**src/rtl/fdivsqrt_issueq_pkg.sv**
```systemverilog
// Shared types and default widths for the divide/sqrt issue controller.
package fdivsqrt_issueq_pkg;

  localparam int DEF_OPW   = 128;
  localparam int DEF_RESW  = 64;
  localparam int DEF_TAGW  = 5;
  localparam int DEF_DEPTH = 4;

  typedef enum logic [1:0] {
    IDLE  = 2'd0,
    WAIT  = 2'd1,
    HOLD  = 2'd2,
    DRAIN = 2'd3
  } state_t;

endpackage

```
**src/rtl/fdivsqrt_issueq_fifo.sv**
```systemverilog
// Request FIFO for the divide/sqrt issue controller: push/pop/flush with
// occupancy count; full and empty are derived from the count.
module issueq_fifo #(
  parameter int W     = 8,
  parameter int DEPTH = 4,
  localparam int AW   = $clog2(DEPTH),
  localparam int CW   = AW + 1
) (
  input  logic          clk,
  input  logic          reset,
  input  logic          i_push,
  input  logic          i_pop,
  input  logic          i_flush,
  input  logic [W-1:0]  i_wdata,
  output logic [W-1:0]  o_rdata,
  output logic          o_full,
  output logic          o_empty,
  output logic [CW-1:0] o_count
);

  logic [W-1:0]  r_mem [DEPTH];
  logic [AW-1:0] r_wptr;
  logic [AW-1:0] r_rptr;
  logic [CW-1:0] r_count;
  logic          w_push;
  logic          w_pop;

  assign o_full  = (r_count == CW'(DEPTH));
  assign o_empty = (r_count == '0);
  assign o_count = r_count;
  assign o_rdata = r_mem[r_rptr];

  assign w_push = i_push & ~o_full & ~i_flush;
  assign w_pop  = i_pop & ~o_empty & ~i_flush;

  always_ff @(posedge clk) begin
    if (reset || i_flush) begin
      r_wptr  <= '0;
      r_rptr  <= '0;
      r_count <= '0;
    end else begin
      if (w_push) r_wptr <= r_wptr + 1'b1;
      if (w_pop)  r_rptr <= r_rptr + 1'b1;
      if (w_push && !w_pop)      r_count <= r_count + 1'b1;
      else if (w_pop && !w_push) r_count <= r_count - 1'b1;
    end
  end

  // Storage needs no reset; entries are only read once counted as valid.
  always_ff @(posedge clk) begin
    if (w_push) r_mem[r_wptr] <= i_wdata;
  end

endmodule

```
**src/rtl/fdivsqrt_issueq.sv**
```systemverilog
// Issue controller for the iterative divide/sqrt unit: queues requests, issues
// them one at a time, holds each result for in-order writeback. Optional
// same-cycle issue from an empty queue with FDIVSQRT_ISSUEQ_BYPASS_EN.
//
// state | meaning
// IDLE  | free to issue the next request
// WAIT  | request in flight, waiting for DivDone
// HOLD  | result held on the response port until accepted
// DRAIN | flushed request still in flight, its DivDone is discarded
module fdivsqrt_issueq
  import fdivsqrt_issueq_pkg::*;
#(
  parameter int OPW   = DEF_OPW,
  parameter int RESW  = DEF_RESW,
  parameter int TAGW  = DEF_TAGW,
  parameter int DEPTH = DEF_DEPTH
) (
  input  logic                   clk,
  input  logic                   reset,
  input  logic                   ReqValid,
  output logic                   ReqReady,
  input  logic [OPW-1:0]         ReqOp,
  input  logic [TAGW-1:0]        ReqTag,
  input  logic                   Flush,
  output logic                   DivStart,
  output logic [OPW-1:0]         DivOp,
  input  logic                   DivBusy,
  input  logic                   DivDone,
  input  logic [RESW-1:0]        DivResult,
  output logic                   RspValid,
  input  logic                   RspReady,
  output logic [RESW-1:0]        RspResult,
  output logic [TAGW-1:0]        RspTag,
  output logic [$clog2(DEPTH):0] PendCnt
);

  state_t                r_state;
  state_t                w_state_nxt;
  logic [TAGW-1:0]       r_tag;
  logic [RESW-1:0]       r_rsp_result;
  logic [TAGW-1:0]       r_rsp_tag;

  logic [OPW+TAGW-1:0]   w_head;
  logic [OPW-1:0]        w_head_op;
  logic [TAGW-1:0]       w_head_tag;
  logic                  w_full;
  logic                  w_empty;
  logic                  w_can_issue;
  logic                  w_issue_q;
  logic                  w_bypass;
  logic                  w_push;
  logic                  w_capture;
  logic [TAGW-1:0]       w_start_tag;

  assign w_head_op  = w_head[OPW+TAGW-1:TAGW];
  assign w_head_tag = w_head[TAGW-1:0];

  assign w_can_issue = (r_state == IDLE) & ~DivBusy & ~Flush;
  assign w_issue_q   = w_can_issue & ~w_empty;

`ifdef FDIVSQRT_ISSUEQ_BYPASS_EN
  assign w_bypass = w_can_issue & w_empty & ReqValid & ~w_full;
  assign DivOp    = w_bypass ? ReqOp : w_head_op;
`else
  assign w_bypass = 1'b0;
  assign DivOp    = w_head_op;
`endif

  assign w_push      = ReqValid & ~w_full & ~Flush & ~w_bypass;
  assign DivStart    = w_issue_q | w_bypass;
  assign w_start_tag = w_bypass ? ReqTag : w_head_tag;

  // Ready looks only at occupancy, never at this cycle's pop.
  assign ReqReady  = ~w_full;
  assign RspValid  = (r_state == HOLD);
  assign RspResult = r_rsp_result;
  assign RspTag    = r_rsp_tag;

  issueq_fifo #(
    .W     (OPW + TAGW),
    .DEPTH (DEPTH)
  ) u_fifo (
    .clk     (clk),
    .reset   (reset),
    .i_push  (w_push),
    .i_pop   (w_issue_q),
    .i_flush (Flush),
    .i_wdata ({ReqOp, ReqTag}),
    .o_rdata (w_head),
    .o_full  (w_full),
    .o_empty (w_empty),
    .o_count (PendCnt)
  );

  always_comb begin
    w_state_nxt = r_state;
    w_capture   = 1'b0;
    case (r_state)
      IDLE: begin
        if (DivStart) w_state_nxt = WAIT;
      end
      WAIT: begin
        if (Flush) begin
          w_state_nxt = DivDone ? IDLE : DRAIN;
        end else if (DivDone) begin
          w_state_nxt = HOLD;
          w_capture   = 1'b1;
        end
      end
      HOLD: begin
        if (Flush || RspReady) w_state_nxt = IDLE;
      end
      DRAIN: begin
        if (Flush || DivDone) w_state_nxt = IDLE;
      end
      default: w_state_nxt = IDLE;
    endcase
  end

  always_ff @(posedge clk) begin
    if (reset) begin
      r_state      <= IDLE;
      r_tag        <= '0;
      r_rsp_result <= '0;
      r_rsp_tag    <= '0;
    end else begin
      r_state <= w_state_nxt;
      if (DivStart) r_tag <= w_start_tag;
      if (w_capture) begin
        r_rsp_result <= DivResult;
        r_rsp_tag    <= r_tag;
      end
    end
  end

endmodule

```
**config.mk**
```make
export PLATFORM = sky130hd
export DESIGN_NAME = fdivsqrt_issueq
export DESIGN_NICKNAME = d
export VERILOG_FILES = /design/src/rtl/fdivsqrt_issueq_pkg.sv /design/src/rtl/fdivsqrt_issueq_fifo.sv /design/src/rtl/fdivsqrt_issueq.sv
export SDC_FILE = /design/constraint.sdc
export NUM_CORES = 1
export LEC_CHECK = 0
export ABC_AREA = 1
export BUFFER_PORTS_ARGS = -buffer_cell sky130_fd_sc_hd__clkbuf_2
export CAP_MARGIN = 20
export CORE_ASPECT_RATIO = 0.9
export CORE_MARGIN = 3
export CORE_UTILIZATION = 50
export DETAILED_ROUTE_END_ITERATION = 8
export GPL_TIMING_DRIVEN = 0
export PLACE_DENSITY_LB_ADDON = 0.2
export SYNTH_ARGS = -nofsm -noshare
export SYNTH_HDL_FRONTEND = slang
export SYNTH_HIERARCHICAL = 1
export SYNTH_SLANG_ARGS = --single-unit
```
**constraint.sdc**
```tcl
create_clock -name clk -period 7.6 [get_ports clk]
set_clock_uncertainty 0.2 [all_clocks]
set_input_delay 0 -clock clk [delete_from_list [all_inputs] [get_ports clk]]
set_output_delay 0 -clock clk [all_outputs]
set_load 0.02 [all_outputs]
```
-- After elaboration in Yosys (flattened, before gate mapping)
Memories as Yosys holds them, arrays and structs flattened. A register that Yosys moved wholly into a read port is not among the register bits.
Cells that the tools add are included.
- memories kept: 1
- register bits after elaboration: 83
- bits in read-only memories: 0
- RAM bits: 532
- output and inout bits: 203
- latch bits: 0
- memory list (memory ; depth ; width ; rd ports ; clocked after Yosys merged registers in ; write ports ; line ; source):
    u_fifo.r_mem ; 4 ; 133 ; 1 ; 1 ; 1 ; fdivsqrt_issueq_fifo.sv:21 ; logic [W-1:0] r_mem [DEPTH];
- div/mod/pow operators: 0
- bitwise gates (word level): 13
- shifts and indexed selects: 0
- order comparisons: 0
- multiplexer cells: 16
- reduce and logical (&&, ||, !) cells: 11
- equal/unequal tests: 8
- $mul: 0
- $add $sub $neg: 4
- operators by type and width (operator ; count):
    2-to-1 mux 2 bit ; 8
    AND 1 bit ; 9
    case mux 2 bit (4 select lines) ; 1
    2-to-1 mux 3 bit ; 2
    2-to-1 mux 1 bit ; 5
    adder 2 x 1 -> 2 bit (second input constant) ; 2
    equality test 2 bit (second input constant) ; 2
    inequality test 2 x 1 -> 1 bit (second input constant) ; 2
    NOT 1 bit ; 4
    AND reduction 4 bit ; 1
    adder 3 x 1 -> 3 bit (second input constant) ; 1
    equality test 3 bit (second input constant) ; 1
    logical NOT 3 bit ; 1
    logical OR 1 bit ; 3
    inequality test 3 bit (second input constant) ; 1
    subtractor 3 x 1 -> 3 bit (second input constant) ; 1
    equality test 2 x 1 -> 1 bit (second input constant) ; 1
    logical AND 1 bit ; 2
    logical NOT 1 bit ; 2
    logical NOT 2 bit ; 1
    inequality test 2 bit (second input constant) ; 1
    nonzero test 2 bit ; 1

-- Depth between registers and ports, before layout
Gate-level depths: netlist of the first run.
- word-level depth: 10
- mapped depth: 19
- mapped depth without buffers: 19

-- Modules after synthesis
Netlist of the first run, hierarchy kept.
- by module, submodules not included (module ; cells each ; seq. area each (um^2) ; area each (um^2) ; times used):
    issueq_fifo ; 1360 ; 16155.5 ; 20225.6 ; 1
    fdivsqrt_issueq ; 353 ; 1521.5 ; 2708.8 ; 1

-- Least setup slack after synthesis of the first run
Ideal clock, no wire load.
- path kind: reg-to-reg
- from: register u_fifo.r_count[0], in the netlist u_fifo/o_count[0]
- to: memory u_fifo/r_mem[0][0] (netlist name) (enable)
- clock period less this slack: 7.707 ns
- data required time: 6.773 ns
- path buffers: 0
- path slack: -0.107 ns
- cell stages (with the launch flop): 11
- arrival time: 6.880 ns
- library setup time: 0.627 ns
- cell sequence: dfxtp_1 nor2_1 nand2_1 inv_1 inv_1 nand2_1 nor2_1 inv_1 nor2_1 nand2_1 nor2_1
- cells in the longest elaborated chain, start to end: 8
- ends and longest elaborated chain (item ; line ; source):
    start, declared ; fdivsqrt_issueq_fifo.sv:24 ; logic [CW-1:0] r_count;
    start signal, assigned ; fdivsqrt_issueq_fifo.sv:44 ; if (w_push && !w_pop) r_count <= r_count + 1'b1;
    start signal, assigned ; fdivsqrt_issueq_fifo.sv:45 ; else if (w_pop && !w_push) r_count <= r_count - 1'b1;
    equality test 3 bit ; fdivsqrt_issueq_fifo.sv:28 ; assign o_full = (r_count == CW'(DEPTH));
    named net w_full ; fdivsqrt_issueq.sv:46 ; logic w_full;
    NOT 1 bit ; - ;
    named net ReqReady ; fdivsqrt_issueq.sv:21 ; output logic ReqReady,
    AND 1 bit (2 in a row) ; fdivsqrt_issueq.sv:69 ; assign w_push = ReqValid & ~w_full & ~Flush & ~w_bypass;
    named net w_push ; fdivsqrt_issueq.sv:51 ; logic w_push;
    AND 1 bit (2 in a row) ; fdivsqrt_issueq_fifo.sv:33 ; assign w_push = i_push & ~o_full & ~i_flush;
    2-to-1 mux 1 bit ; fdivsqrt_issueq_fifo.sv:51 ; if (w_push) r_mem[r_wptr] <= i_wdata;
    2-to-1 mux 1 bit (not written as such) ; fdivsqrt_issueq_fifo.sv:51 ;
    end, declared ; fdivsqrt_issueq_fifo.sv:21 ;
The timed path passes the listed nets, and every way through them passes these cells.

-- Worst setup path in the final report of the first run
- from: register u_fifo.r_count[0], in the netlist u_fifo/o_count[0]
- to: memory u_fifo/r_mem[0][30] (netlist name) (enable)
- cells in the longest elaborated chain, start to end: 8
- ends and longest elaborated chain (item ; line):
    equality test 3 bit ; fdivsqrt_issueq_fifo.sv:28
    named net w_full ; fdivsqrt_issueq.sv:46
    NOT 1 bit ; fdivsqrt_issueq.sv:69
    AND 1 bit (2 in a row) ; fdivsqrt_issueq.sv:69
    named net w_push ; fdivsqrt_issueq.sv:51
    AND 1 bit (2 in a row) ; fdivsqrt_issueq_fifo.sv:33
    2-to-1 mux 1 bit ; fdivsqrt_issueq_fifo.sv:51
    2-to-1 mux 1 bit (not written as such) ; fdivsqrt_issueq_fifo.sv:51
The timed path passes the listed nets, and every way through them passes these cells.

==> results of run 1 <==
-- worst max-delay path, stage by stage, from the launching register on --
cell,delay [ns]
dfxtp_1,0.44
nor2_1,0.08
nand2_1,0.13
inv_1,0.06
inv_1,0.07
nand2_1,0.06
nor2_1,0.08
inv_1,0.05
nor2_1,0.16
nand2_1,0.28
nor2_4,0.67
buf_12,0.29
buf_12,0.24
buf_12,0.22
-- metal layers --
metal	share of wire	global-route usage	routed length [um]
met2	0.49	0.4763	34240
met4	0.033	0.1034	2268
met5	0.00030	0	21
met1	0.39	0.3565	27240
met3	0.079	0.06202	5495
-- cell type report --
| type | instances | area [um^2] |
|---|---|---|
| plain buffers | 107 | 680.7 |
| repair buffers | 881 | 7034 |
| clock buffers | 80 | 1587 |
| multi-input cells | 958 | 4488 |
| inverters | 31 | 118.9 |
| clock inverters | 28 | 327.8 |
| fillers | 2862 | 12080 |
| flip-flops and latches | 617 | 17680 |
| diodes | 5 | 12.51 |
| well taps | 600 | 750.7 |
-- cells in the final DEF (no fill, tap or decap), drive strengths merged, types with 12 or more instances in the layout --
cell           n
clkbuf       535
buf           79
dlygate4sd3  454
dfxtp         85
nor2         423
a21oi         12
inv           33
edfxtp       532
nand2         36
clkinv        17
o22ai        133
o21ai        336
-- per-stage QoR --
stage	power, mW	cell area [um^2]	util	hold slack [ns]	TNS [ns]
after global routing	7.639	32670	0.7300	0.01764	0
after CTS	7.401	32660	0.7298	0.01214	0
after floorplan	4.082	22930	-	-0.1309	-56.84
after detailed placement	4.294	26210	0.5855	0.02128	0
final	7.413	32680	0.7301	0.03413	0
after global placement	4.285	25720	0.5746	0.01478	-2389.47
-- sequential cells by signal, indices dropped and copies added, names as in the netlist, named ones only --
name            count
u_fifo/r_mem      532
RspResult          64
RspTag              5
r_tag               5
u_fifo/o_count      3
r_state             2
u_fifo/r_rptr       2
u_fifo/r_wptr       2
-- report_power, final --
| group | switching (mW) | internal [mW] |
|---|---|---|
| Combinational | 0.355 | 0.322 |
| Sequential | 0.0438 | 3.76 |
| Clock | 1.24 | 1.70 |
-- cells by family (layout without fill, tap and decap cells) --
logic type,Yosys count,in the layout,share of synthesized area
AO/OA/AOI/OAI,481,481,0.1122
XOR/XNOR,1,1,0.0003820
adder cells (fa/ha/maj),6,6,0.003601
buffers and inverters,138,1127,0.03486
flip-flops,617,617,0.7708
other,0,5,0
AND/OR/NAND/NOR,470,470,0.07818
-- worst paths after layout --
check | slack, ns | from | cells past startpoint | to
hold reg to reg | 0.28 | r_tag[2] | 2 | r_tag[2]
setup reg to reg | 4.22 | u_fifo/o_count[0] | 13 | u_fifo/r_mem[0][30]
hold / removal | 0.03 | DivResult[41] | 4 | RspResult[41]
setup / recovery | 4.22 | u_fifo/o_count[0] | 13 | u_fifo/r_mem[0][30]
==> flow_summary.yaml, run 1 <==
sta:
  fin_crit_ns: 3.382
  finalHoldViolations: 0
  setup_viol: 0
  max_freq_mhz: 295.7
  fin_crit_sh: 0.4450
  max_slew_margin: 0.4716
  grt_setup_unrepaired: "no"
  drv_slew: 0
  worstMarginPinSlew_ns: 0.7907
  timing.final.ws_setup_ns: 4.218
yosys:
  synth_ff_type: "edfxtp_1"
  ys_types: 24
  yosysMostFrequentCell: "edfxtp_1"
  synth-seq-cells: 617
  ys_warn_count: 6
  syn_area_per_cell_um2: 13.39
  syn_inst: 1713
  async_flop_share: 0
  synth_fp_nets: 1923
  syn_area_um2: 22930
  synthTopCellsByArea: "edfxtp_1, dfxtp_1, nor2_1"
  netlist_top_cells_count: "edfxtp_1, nor2_1, o21ai_0"
  ys_seq_area_frac: 0.7708
  synth_top_area_share: 0.6966
  synth-edff-count: 532
  synth_top_area_cell: "edfxtp_1"
global_routing:
  grt_usage: 0.2810
  grt_pass1_wl_um: 105000
  antenna_found_initial: 6
  grt_overflow_total: 0
  grt_max_degree: 29
  grt_pass1_vias: 18333
clock_tree:
  cts.sinks: 617
  root_buffer: "clkbuf_16"
  clock_latency_ns: 0.62
  numCtsBuffers: 58
  ctsHoldBuffers: 454
  tritoncts: "yes"
  path_clk_slew_ns: 0.06
  cts_setup_buffers: 0
  cts_max_level: 2
  clockBufferDepth: 3
  cts_resized: 0
drt:
  drc: 0
  firstDrtPassIters: 5
  postRouteAntennaNets: 0
  vias_per_cell: 5.397
  vias: 17848
  routed_wl_um: 69260
  drtIter0Drc: 1609
  post_drt_wl_per_cell_um: 20.94
setup_path:
  critPathMaxFanout: 27
  critPathLaunchType: "register"
  worstPathRequired_ns: 7.71
  worst_setup_path_end_kind: "register"
  path_class: "reg2reg"
  cp_data_arrival_time_ns: 3.50
layout:
  layout.cells.non_filler: 3307
  syn2layout_area_growth_pct: 42.48
  layout-drive-gt1-share: 0.2158
  final_net_count: 2864
floorplan:
  rows: 73
  fp.dieW_um: 231.8
  ios: 407
  die_h_um: 209.2
  die-area_um2: 48480
  start_util: 0.5124
  core-area_um2: 44760
place:
  place_congestion: 0.8542
  dp_slack_ns: 4.209
  dp_cells: 2740
  hpwl_um: 40820
  io_buffers: 406
pwr:
  leakagePower_nw: 12.68
  powerDensity_nw_per_um2: 226.8
  peakVddDrop_uv: 203.1
outcome:
  status: "finished clean"
hold_path:
  hp-class: "in2reg"
run:
  drv_cap: 0
Note: power is estimated with default switching activity, not from simulation.
==> run 2, diff against run 1 <==
--- a/config.mk
+++ b/config.mk
@@ -5,12 +5,12 @@
 export SDC_FILE = /design/constraint.sdc
 export NUM_CORES = 1
 export LEC_CHECK = 0
-export ABC_AREA = 1
+export ABC_AREA = 0
 export BUFFER_PORTS_ARGS = -buffer_cell sky130_fd_sc_hd__clkbuf_2
 export CAP_MARGIN = 20
 export CORE_ASPECT_RATIO = 0.9
 export CORE_MARGIN = 3
-export CORE_UTILIZATION = 50
+export CORE_UTILIZATION = 55
 export DETAILED_ROUTE_END_ITERATION = 8
 export GPL_TIMING_DRIVEN = 0
 export PLACE_DENSITY_LB_ADDON = 0.2
==> constraint.sdc (replaced) <==
create_clock -name clk -period 3.4 [get_ports clk]
set_clock_uncertainty 0.2 [all_clocks]
set_input_delay 0 -clock clk [delete_from_list [all_inputs] [get_ports clk]]
set_output_delay 0 -clock clk [all_outputs]
set_load 0.02 [all_outputs]
==> flow_summary.yaml, run 2 <==
outcome:
  status: "did not finish"
  stop_stage: "clock tree synthesis (4_1_cts)"
  firstError: "[ERROR RSZ-0060] Max buffer count reached."
clock_tree:
  cts.sinks: 617
  cts_max_level: 2
  cts_resized: 0
  ctsHoldBuffers: 430
  cts_setup_buffers: 0
  numCtsBuffers: 56
  root_buffer: "clkbuf_16"
  clockBufferDepth: 3
yosys:
  async_flop_share: 0
  synth_ff_type: "edfxtp_1"
  syn_inst: 1087
  syn_area_per_cell_um2: 20.68
  netlist_top_cells_count: "edfxtp_1, nand2_1, mux4_2"
  ys_warn_count: 6
  synth_fp_nets: 1297
  synth-edff-count: 532
  synth-seq-cells: 617
  ys_seq_area_frac: 0.7865
  syn_area_um2: 22480
  yosysMostFrequentCell: "edfxtp_1"
  synthTopCellsByArea: "edfxtp_1, mux4_2, dfxtp_1"
  synth_top_area_cell: "edfxtp_1"
  synth_top_area_share: 0.7108
  ys_types: 39
place:
  place_congestion: 0.8706
  dp_slack_ns: 0.1671
  hpwl_um: 32460
  io_buffers: 406
floorplan:
  fp.dieW_um: 219.1
  rows: 69
  start_util: 0.5635
  ios: 407
  die_h_um: 197.8
run 2: kinds of logic after synthesis:
logic type / count (synthesis) / synth area share
mux: 141 / 0.1368
fa+ha+maj: 6 / 0.003674
buf+inv: 63 / 0.01659
flops: 617 / 0.7865
compound gates: 80 / 0.02032
xor+xnor: 2 / 0.0007795
simple gates: 178 / 0.03535
run 2: per-stage QoR:
| stage | cells | TNS [ns] | cell area [um^2] | utilization |
|---|---|---|---|---|
| after floorplan | 1087 | -156.66 | 22480 | - |
| after global placement | 2025 | -864.93 | 25180 | 0.6313 |
| after detailed placement | 2033 | 0 | 25410 | 0.6372 |
==> run 3, diff against run 2 <==
--- a/config.mk
+++ b/config.mk
@@ -8,12 +8,11 @@
 export ABC_AREA = 0
 export BUFFER_PORTS_ARGS = -buffer_cell sky130_fd_sc_hd__clkbuf_2
 export CAP_MARGIN = 20
-export CORE_ASPECT_RATIO = 0.9
 export CORE_MARGIN = 3
-export CORE_UTILIZATION = 55
+export CORE_UTILIZATION = 40
 export DETAILED_ROUTE_END_ITERATION = 8
 export GPL_TIMING_DRIVEN = 0
-export PLACE_DENSITY_LB_ADDON = 0.2
+export PLACE_DENSITY_LB_ADDON = 0.15
 export SYNTH_ARGS = -nofsm -noshare
 export SYNTH_HDL_FRONTEND = slang
 export SYNTH_HIERARCHICAL = 1
==> flow_summary.yaml, run 3 <==
clock_tree:
  cts_setup_buffers: 0
  cts_max_level: 2
  ctsHoldBuffers: 475
  cts.sinks: 617
  root_buffer: "clkbuf_16"
  clockBufferDepth: 3
  numCtsBuffers: 61
  cts_resized: 0
floorplan:
  fp.dieW_um: 243.0
  rows: 86
  start_util: 0.4064
  die_h_um: 243.0
  ios: 407
place:
  io_buffers: 406
  hpwl_um: 34070
  post_dp_cell_area_um2: 25700
  place_congestion: 0.9536
yosys:
  synth_ff_type: "edfxtp_1"
  yosysMostFrequentCell: "edfxtp_1"
  synth-seq-cells: 617
  synth_top_area_cell: "edfxtp_1"
  syn_inst: 1087
  netlist_top_cells_count: "edfxtp_1, nand2_1, mux4_2"
  synthTopCellsByArea: "edfxtp_1, mux4_2, dfxtp_1"
  ys_seq_area_frac: 0.7865
  synth-edff-count: 532
  synth_top_area_share: 0.7108
  synth_fp_nets: 1297
  async_flop_share: 0
  ys_warn_count: 6
  syn_area_um2: 22480
  syn_area_per_cell_um2: 20.68
  ys_types: 39
outcome:
  status: "did not finish"
  firstError: "[ERROR RSZ-0060] Max buffer count reached."
  stop_stage: "clock tree synthesis (4_1_cts)"
## run 3: cell counts after synthesis
No cell type changed its count.
## run 3: cell families after synthesis
family / after synthesis / share of synthesized area
XOR/XNOR: 2 / 0.0007795
AO/OA/AOI/OAI: 80 / 0.02032
AND/OR/NAND/NOR: 178 / 0.03535
multiplexers: 141 / 0.1368
adder cells (fa/ha/maj): 6 / 0.003674
flip-flops: 617 / 0.7865
buffers and inverters: 63 / 0.01659
## run 3: stage by stage
stage                     worst slack [ns]  hold slack (ns)  instances    util  TNS (ns)
after detailed placement           0.05530          0.01973       2250  0.4646         0
after global placement              -1.795          0.01627       2241  0.4601   -937.70
after floorplan                    -0.2945          -0.1011       1087       -   -156.66
